<file path="config.mk">
export PLATFORM = sky130hd
export DESIGN_NAME = pipe_rr_sequencer_flat
export DESIGN_NICKNAME = d
export VERILOG_FILES = /design/src/rtl/pipe_rr_sequencer_if.sv /design/src/rtl/pipe_rr_sequencer.sv /design/src/flat_wrapper.sv
export SDC_FILE = /design/constraint.sdc
export NUM_CORES = 1
export LEC_CHECK = 0
export ABC_AREA = 1
export BUFFER_PORTS_ARGS = -buffer_cell sky130_fd_sc_hd__clkbuf_2
export CAP_MARGIN = 20
export CORE_UTILIZATION = 43
export DETAILED_ROUTE_END_ITERATION = 12
export PLACE_DENSITY = 0.8
export SLEW_MARGIN = 20
export SYNTH_ARGS = -nofsm -noshare
export SYNTH_HDL_FRONTEND = slang
export SYNTH_SLANG_ARGS = --single-unit
</file>
<file path="constraint.sdc">
create_clock -name clk -period 2.07 [get_ports clk]
set_input_delay 0.621 -clock clk [delete_from_list [all_inputs] [get_ports clk]]
set_output_delay 0.621 -clock clk [all_outputs]
set_load 0.1 [all_outputs]
</file>
<file path="src/rtl/pipe_rr_sequencer_if.sv">
// Request/grant, pipeline operand/result and response bundle for pipe_rr_sequencer.
// The master side belongs to the requesters and the pipeline; the sequencer is the slave.
interface pipe_rr_sequencer_if #(
  parameter int W = 10
);
  logic           req0;
  logic           req1;
  logic [4*W-1:0] op0;
  logic [4*W-1:0] op1;
  logic           gnt0;
  logic           gnt1;
  logic           pipe_vld;
  logic [4*W-1:0] pipe_op;
  logic [W-1:0]   pipe_f;
  logic           rsp_vld0;
  logic           rsp_vld1;
  logic [W-1:0]   rsp_f;

  modport master (
    output req0, req1, op0, op1, pipe_f,
    input  gnt0, gnt1, pipe_vld, pipe_op, rsp_vld0, rsp_vld1, rsp_f
  );

  modport slave (
    input  req0, req1, op0, op1, pipe_f,
    output gnt0, gnt1, pipe_vld, pipe_op, rsp_vld0, rsp_vld1, rsp_f
  );
endinterface

</file>
<file path="src/rtl/pipe_rr_sequencer.sv">
// Round-robin sequencer sharing one fixed-latency pipeline between two requesters.
// Define PIPE_RR_STATS_EN to add per-requester accept counters (cnt0/cnt1, clr_stats).
module pipe_rr_sequencer #(
  parameter int W   = 10,
  parameter int LAT = 3
) (
  input  logic                clk,
  input  logic                rst_n,
  input  logic                en,
`ifdef PIPE_RR_STATS_EN
  input  logic                clr_stats,
  output logic [15:0]         cnt0,
  output logic [15:0]         cnt1,
`endif
  pipe_rr_sequencer_if.slave  bus,
  output logic                busy,
  output logic [1:0]          state
);
  localparam int CW = $clog2(LAT + 2);

  typedef enum logic [1:0] {
    IDLE  = 2'b00,
    RUN   = 2'b01,
    DRAIN = 2'b10
  } state_t;

  state_t         cur;
  state_t         nxt;
  logic           last;
  logic           gnt0;
  logic           gnt1;
  logic           accept;
  logic           acc_id;
  logic           pipe_vld_q;
  logic           pipe_id_q;
  logic [4*W-1:0] pipe_op_q;
  logic [LAT-1:0] tag_vld;
  logic [LAT-1:0] tag_id;
  logic           rsp_fire;
  logic [CW-1:0]  inflight;
  logic [CW-1:0]  inflight_nxt;

  // last=1 means requester 1 won most recently, so requester 0 wins a tie after reset
  always_comb begin
    gnt0 = 1'b0;
    gnt1 = 1'b0;
    if (cur == RUN && en) begin
      if (bus.req0 && bus.req1) begin
        gnt0 = last;
        gnt1 = !last;
      end else begin
        gnt0 = bus.req0;
        gnt1 = bus.req1;
      end
    end
  end

  assign accept = gnt0 | gnt1;
  assign acc_id = gnt1;

  always_ff @(posedge clk or negedge rst_n) begin
    if (!rst_n) begin
      pipe_vld_q <= 1'b0;
      pipe_id_q  <= 1'b0;
      pipe_op_q  <= '0;
      last       <= 1'b1;
    end else begin
      pipe_vld_q <= accept;
      if (accept) begin
        pipe_id_q <= acc_id;
        pipe_op_q <= acc_id ? bus.op1 : bus.op0;
        last      <= acc_id;
      end
    end
  end

  // Tags ride alongside the pipeline so the result LAT cycles later knows its owner
  always_ff @(posedge clk or negedge rst_n) begin
    if (!rst_n) begin
      tag_vld <= '0;
      tag_id  <= '0;
    end else begin
      tag_vld[0] <= pipe_vld_q;
      tag_id[0]  <= pipe_id_q;
      for (int i = 1; i < LAT; i++) begin
        tag_vld[i] <= tag_vld[i-1];
        tag_id[i]  <= tag_id[i-1];
      end
    end
  end

  assign rsp_fire = tag_vld[LAT-1];

  always_comb begin
    inflight_nxt = inflight;
    if (accept && !rsp_fire) begin
      inflight_nxt = inflight + CW'(1);
    end else if (!accept && rsp_fire) begin
      inflight_nxt = inflight - CW'(1);
    end
  end

  always_ff @(posedge clk or negedge rst_n) begin
    if (!rst_n) begin
      inflight <= '0;
      cur      <= IDLE;
    end else begin
      inflight <= inflight_nxt;
      cur      <= nxt;
    end
  end

  // Leaving RUN/DRAIN looks at the post-edge count so a response landing now ends the drain
  always_comb begin
    nxt = cur;
    unique case (cur)
      IDLE:    if (en) nxt = RUN;
      RUN:     if (!en) nxt = (inflight_nxt != '0) ? DRAIN : IDLE;
      DRAIN: begin
        if (en) begin
          nxt = RUN;
        end else if (inflight_nxt == '0) begin
          nxt = IDLE;
        end
      end
      default: nxt = IDLE;
    endcase
  end

  assign bus.gnt0     = gnt0;
  assign bus.gnt1     = gnt1;
  assign bus.pipe_vld = pipe_vld_q;
  assign bus.pipe_op  = pipe_op_q;
  assign bus.rsp_vld0 = rsp_fire & !tag_id[LAT-1];
  assign bus.rsp_vld1 = rsp_fire & tag_id[LAT-1];
  assign bus.rsp_f    = bus.pipe_f;
  assign busy         = (cur != IDLE) || (inflight != '0);
  assign state        = cur;

`ifdef PIPE_RR_STATS_EN
  // Clear takes priority over an accept in the same cycle
  always_ff @(posedge clk or negedge rst_n) begin
    if (!rst_n) begin
      cnt0 <= '0;
      cnt1 <= '0;
    end else if (clr_stats) begin
      cnt0 <= '0;
      cnt1 <= '0;
    end else begin
      if (gnt0) cnt0 <= cnt0 + 16'd1;
      if (gnt1) cnt1 <= cnt1 + 16'd1;
    end
  end
`endif
endmodule

</file>
<file path="src/flat_wrapper.sv">
// flat-port wrapper written by rule: the top's interface ports become plain ports
module pipe_rr_sequencer_flat 
#(
  parameter int W   = 10,
  parameter int LAT = 3
)
  (clk, rst_n, en, busy, state, bus_req0, bus_req1, bus_op0, bus_op1, bus_pipe_f, bus_gnt0, bus_gnt1, bus_pipe_vld, bus_pipe_op, bus_rsp_vld0, bus_rsp_vld1, bus_rsp_f);
  pipe_rr_sequencer_if #(.W(W)) bus_i ();
  input  logic clk;
  input  logic rst_n;
  input  logic en;
  output logic busy;
  output logic [1:0] state;
  input wire logic [$bits(bus_i.req0)-1:0] bus_req0;
  input wire logic [$bits(bus_i.req1)-1:0] bus_req1;
  input wire logic [$bits(bus_i.op0)-1:0] bus_op0;
  input wire logic [$bits(bus_i.op1)-1:0] bus_op1;
  input wire logic [$bits(bus_i.pipe_f)-1:0] bus_pipe_f;
  output wire logic [$bits(bus_i.gnt0)-1:0] bus_gnt0;
  output wire logic [$bits(bus_i.gnt1)-1:0] bus_gnt1;
  output wire logic [$bits(bus_i.pipe_vld)-1:0] bus_pipe_vld;
  output wire logic [$bits(bus_i.pipe_op)-1:0] bus_pipe_op;
  output wire logic [$bits(bus_i.rsp_vld0)-1:0] bus_rsp_vld0;
  output wire logic [$bits(bus_i.rsp_vld1)-1:0] bus_rsp_vld1;
  output wire logic [$bits(bus_i.rsp_f)-1:0] bus_rsp_f;
  assign bus_i.req0 = bus_req0;
  assign bus_i.req1 = bus_req1;
  assign bus_i.op0 = bus_op0;
  assign bus_i.op1 = bus_op1;
  assign bus_i.pipe_f = bus_pipe_f;
  assign bus_gnt0 = bus_i.gnt0;
  assign bus_gnt1 = bus_i.gnt1;
  assign bus_pipe_vld = bus_i.pipe_vld;
  assign bus_pipe_op = bus_i.pipe_op;
  assign bus_rsp_vld0 = bus_i.rsp_vld0;
  assign bus_rsp_vld1 = bus_i.rsp_vld1;
  assign bus_rsp_f = bus_i.rsp_f;
  pipe_rr_sequencer #(.W(W), .LAT(LAT)) u_core (.clk(clk), .rst_n(rst_n), .en(en), .bus(bus_i), .busy(busy), .state(state));
endmodule
</file>
* Yosys cells after proc, flatten, opt, wreduce, memory -nomap -nowiden *
Cells that the tools add are included.

cells by class
  mux-type cells = 13
  equal/unequal tests = 5
  reductions and logical operators = 15
  $add $sub $neg = 2
  bitwise operators = 3

operators with widths
  operator               count
  $mux W40               1
  $mux W2                5
  $mux W3                2
  $pmux W2 S3            1
  $reduce_bool A3 Y1     2
  $logic_and A1 B1 Y1    4
  $logic_not A1 Y1       4
  $mux W1                4
  $ne A2 B2 Y1 const B   2
  $add A3 B1 Y3 const B  1
  $logic_not A3 Y1       1
  $ne A3 B2 Y1 const B   1
  $reduce_and A3 Y1      1
  $sub A3 B1 Y3 const B  1
  $and A1 B1 Y1          2
  $eq A2 B1 Y1 const B   1
  $eq A2 B2 Y1 const B   1
  $logic_not A2 Y1       1
  $reduce_bool A2 Y1     1
  $logic_or A1 B1 Y1     1
  $or A1 B1 Y1           1

word-level totals
  register bits = 54
  output and inout port bits = 58

* Longest topological paths before layout *
  word-level depth = 12
  mapped depth = 9
  gate-level depth less buffers = 9

* Worst setup path before layout *
Ideal clock, no wire load.

  path type = register to output
  start point = reg u_core.cur[0], in the netlist u_core.state[0]
  end point = out bus_gnt0
  data required time = 1449 ps
  slack = -1299 ps
  arrival time = 2748 ps
  path buffers = 0
  stages on the path, launching flop included = 3
  cells stage by stage = dfrtp_1 -> nand4_1 -> a21oi_1

between the ends
  longest elaborated chain between the ends = 3

RTL lines
  item                      RTL line                  source
  start: declaration        pipe_rr_sequencer.sv:27   state_t cur;
  start signal: assignment  pipe_rr_sequencer.sv:109  cur <= nxt;
  $eq A2 B1 Y1              pipe_rr_sequencer.sv:47   if (cur == RUN && en) begin
  $logic_and A1 B1 Y1       pipe_rr_sequencer.sv:47
  $mux W1                   pipe_rr_sequencer.sv:47
  end: declaration          flat_wrapper.sv:19        output wire logic [$bits(bus_i.gnt0)-1:0] bus_gnt0;

Every way passes these cells.

* Final worst setup path *
  start point = reg u_core.cur[1], in the netlist u_core.state[1]
  end point = out bus_gnt1

between the ends
  longest elaborated chain between the ends = 3

RTL lines
  item                 RTL line                 source
  $eq A2 B1 Y1         pipe_rr_sequencer.sv:47
  $logic_and A1 B1 Y1  pipe_rr_sequencer.sv:47
  $mux W1              pipe_rr_sequencer.sv:47
  end: declaration     flat_wrapper.sv:20       output wire logic [$bits(bus_i.gnt1)-1:0] bus_gnt1;

Every way passes these cells.

==> flow_summary.yaml <==
clock_network:
  cts_max_level: 2
  cts_made_buffers: 5
  cts_tree: "done"
  cts-root-buf: "clkbuf_8"
  clkTransAtPathRegs_ns: 0.09
  insertion_delay_ns: 0.30
  cts_buffer_depth: 2
  holdBufCountCts: 0
  clock-sinks: 54
power:
  p_leak_nw: 1.818
  p_per_area_nw_per_um2: 1828
  vdd_drop_max_mv: 0.9889
drt:
  routed_via_density: 4.967
  dr.pass1.iters: 4
  drt_iter0_drc: 91
  wl_per_cell_microns: 12.30
  drc_errors: 0
  vias: 2434
  ant_nets: 0
  drt_wl_total_microns: 6028
grt:
  grt_pass1_wl_microns: 10280
  grt_usage_pct: 21.63
  grt_max_degree: 55
  grt_util_met3_pct: 4.471
  grt_pass1_vias: 2342
  gr-max-usage-layer: "met2"
  use_met1_pct: 25.52
  grt_overflow: 0
  grtUsageMet2_pct: 38.85
  antenna_found_initial: 0
synthesis:
  yosysTopAreaCellShare_pct: 53.89
  syn_nets: 389
  yosys_warnings: 0
  syn_area_sq_um: 2461
  synthTopCellsByArea: "dfrtp_1, nand2_1, nand3_1, buf_4, a31oi_1"
  synth-seq-cells: 54
  ys_types: 21
  syn_area_per_cell_sq_um: 8.457
  synth_seq_area_share_pct: 54.96
  synth_top_cell_by_area: "dfrtp_1"
  syn-instance-count: 291
sta:
  clock.fmax_mhz: 488.5
  hold_viol_final: 0
  drv_slew: 0
  worst_pin_slew_ns: 0.6734
  finClkSkew_ns: 0.007154
  rsz0062_at_grt: "true"
  slew_headroom_pct: 55.04
  fin_crit_sh_pct: 98.89
  fin_crit_ns: 2.047
  setup_viol: 0
floorplan:
  fp.dieH_microns: 77.66
  start_util_pct: 44.69
  core.rowCount: 27
  io_pins: 153
  die-area_sq_um: 6030
  die_x_microns: 77.66
  core_sq_um: 5507
finish:
  fin_nets: 515
  multi_input_area_sq_um: 938.4
  ff_latch_area_sq_um: 1360
  final_cells: 490
  final_util_pct: 61.49
  syn_to_final_growth_pct: 37.57
  diodes: 0
  drive_gt1_share_pct: 39.00
  fillers: 488
critical_path:
  slowest_delay_ns: 0.50
  crit_required_ns: 1.45
  worstPathMaxFanout: 4
  worstPathArrival_ns: 1.43
  critPathKind: "reg -> out"
  start_kind: "register"
  cp_slowest_cell: "dfrtp_4"
  endpoint_kind: "primary output"
  crit_chain: "inv_4 -> nand4_1 -> a21oi_4 -> buf_12"
place:
  place_hpwl_microns: 4453
  place_inst: 478
  io_buffers: 132
  gp_congestion: 0.7538
status:
  outcome: "finished, final reports clean"
run:
  cap_violations: 0
min_path:
  hold_path.class: "in -> async"
==> final timing paths <==
check	startpoint	end	slack [ns]	cells after the start
hold reg to reg	u_core.tag_id[1]$_DFF_PN0_	u_core.tag_id[2]$_DFF_PN0_	0.35	0
min in group clk	u_core.tag_id[1]$_DFF_PN0_	u_core.tag_id[2]$_DFF_PN0_	0.35	0
hold / removal	rst_n	u_core.bus.pipe_op[36]$_DFFE_PN0P_	0.30	2
setup reg to reg	u_core.state[0]$_DFFE_PN0P_	u_core.bus.pipe_op[22]$_DFFE_PN0P_	0.28	6
setup / recovery	u_core.state[1]$_DFFE_PN0P_	bus_gnt1	0.02	4
max in group asynchronous	rst_n	u_core.last$_DFFE_PN1P_	1.49	2
==> kinds of logic after synthesis <==
logic type	after synthesis	share of synthesized area, %
adders and majority gates	3	1.525
and+or+nand+nor	179	31.22
DFF	54	54.96
AOI/OAI and AO/OA	18	4.525
buffers and inverters	37	7.778
==> state kept, by name, summed over array words and instances, names as in the netlist <==
register             count
u_core.bus.pipe_op      40
u_core.bus.pipe_vld      1
u_core.inflight          3
u_core.last              1
u_core.pipe_id_q         1
u_core.state             2
u_core.tag_id            3
u_core.tag_vld           3
==> metal layers <==
metal  part of all wire, %  vias to the layer above  routed length, microns
met5                     0                        -                       0
met4                   1.2                        0                      72
met3                   6.2                        5                     375
met2                    50                       88                    3019
met1                    42                     1146                    2561
li1                      -                     1195                       -
==> through the flow <==
stage          instance area [sq um]   TNS, ns  power, mW  setup slack (ns)  hold WS [ns]
5_1_grt                         3386  -0.09621      6.477          -0.05948        0.3343
3_5_place_dp                    3243         0      5.551           0.01792        0.3371
6_report                        3386         0      6.191           0.02296        0.3037
3_3_place_gp                    3243         0      5.501           0.07852        0.3340
2_1_floorplan                   2489   -0.2497      4.942           -0.1862        0.3254
4_1_cts                         3368         0      6.225           0.01418        0.3101
==> worst max-delay path, delay by kind of cell, from the launching register on <==
| family | cells | cell delay [ns] |
|---|---|---|
| compound gates | 1 | 0.20 |
| buf+inv | 2 | 0.27 |
| flops | 1 | 0.50 |
| simple gates | 1 | 0.16 |
==> area by class of cell <==
cell class,instances,share of cell area [%]
repair buffers,145,24.91
clock buffers,8,3.252
inverters,11,1.293
well taps,72,2.661
multi-input cells,200,27.72
flip-flops and latches,54,40.17
==> Yosys cell counts <==
cell,count
nand2_1,95
a31oi_1,10
a21oi_1,3
a21boi_0,1
o211ai_1,1
a21oi_2,1
nand3b_1,1
buf_4,11
nand2_2,1
dfstp_2,1
dfrtp_1,53
buf_2,9
o21ai_0,2
buf_1,3
inv_1,9
ha_1,3
nand3_1,66
nand4_1,3
nor2_1,13
inv_2,2
clkbuf_1,3
==> layout by cell type, fill, tap and decap left out, types with 2 or more instances in the layout <==
master,netlist,routed
a21oi_4,0,2
dfrtp_1,53,51
ha_1,3,3
buf_12,0,6
nand4_1,3,3
dfrtp_4,0,2
inv_1,9,8
nor2_1,13,12
buf_4,11,11
clkbuf_8,0,8
a21oi_1,3,2
inv_2,2,2
nand2_1,95,95
clkbuf_2,0,128
o21ai_0,2,2
a31oi_1,10,10
nand3_1,66,66
==> where the power goes <==
part	internal [mW]	total (mW)	switching [mW]	leakage [nW]
Combinational	0.614	3.82	3.20	1.13
Clock	0.338	0.655	0.317	0.0575
Sequential	1.48	1.72	0.242	0.631
Total	2.43	6.19	3.76	1.82
==> repair_timing <==
item	in CTS	in global routing
buffers inserted	2	2
endpoints found under the hold margin	0	0
cloned	0	0
setup endpoints to repair	1	2
pin swaps	0	0
gates resized for setup	0	1
Power figures use the tool's default switching activity.
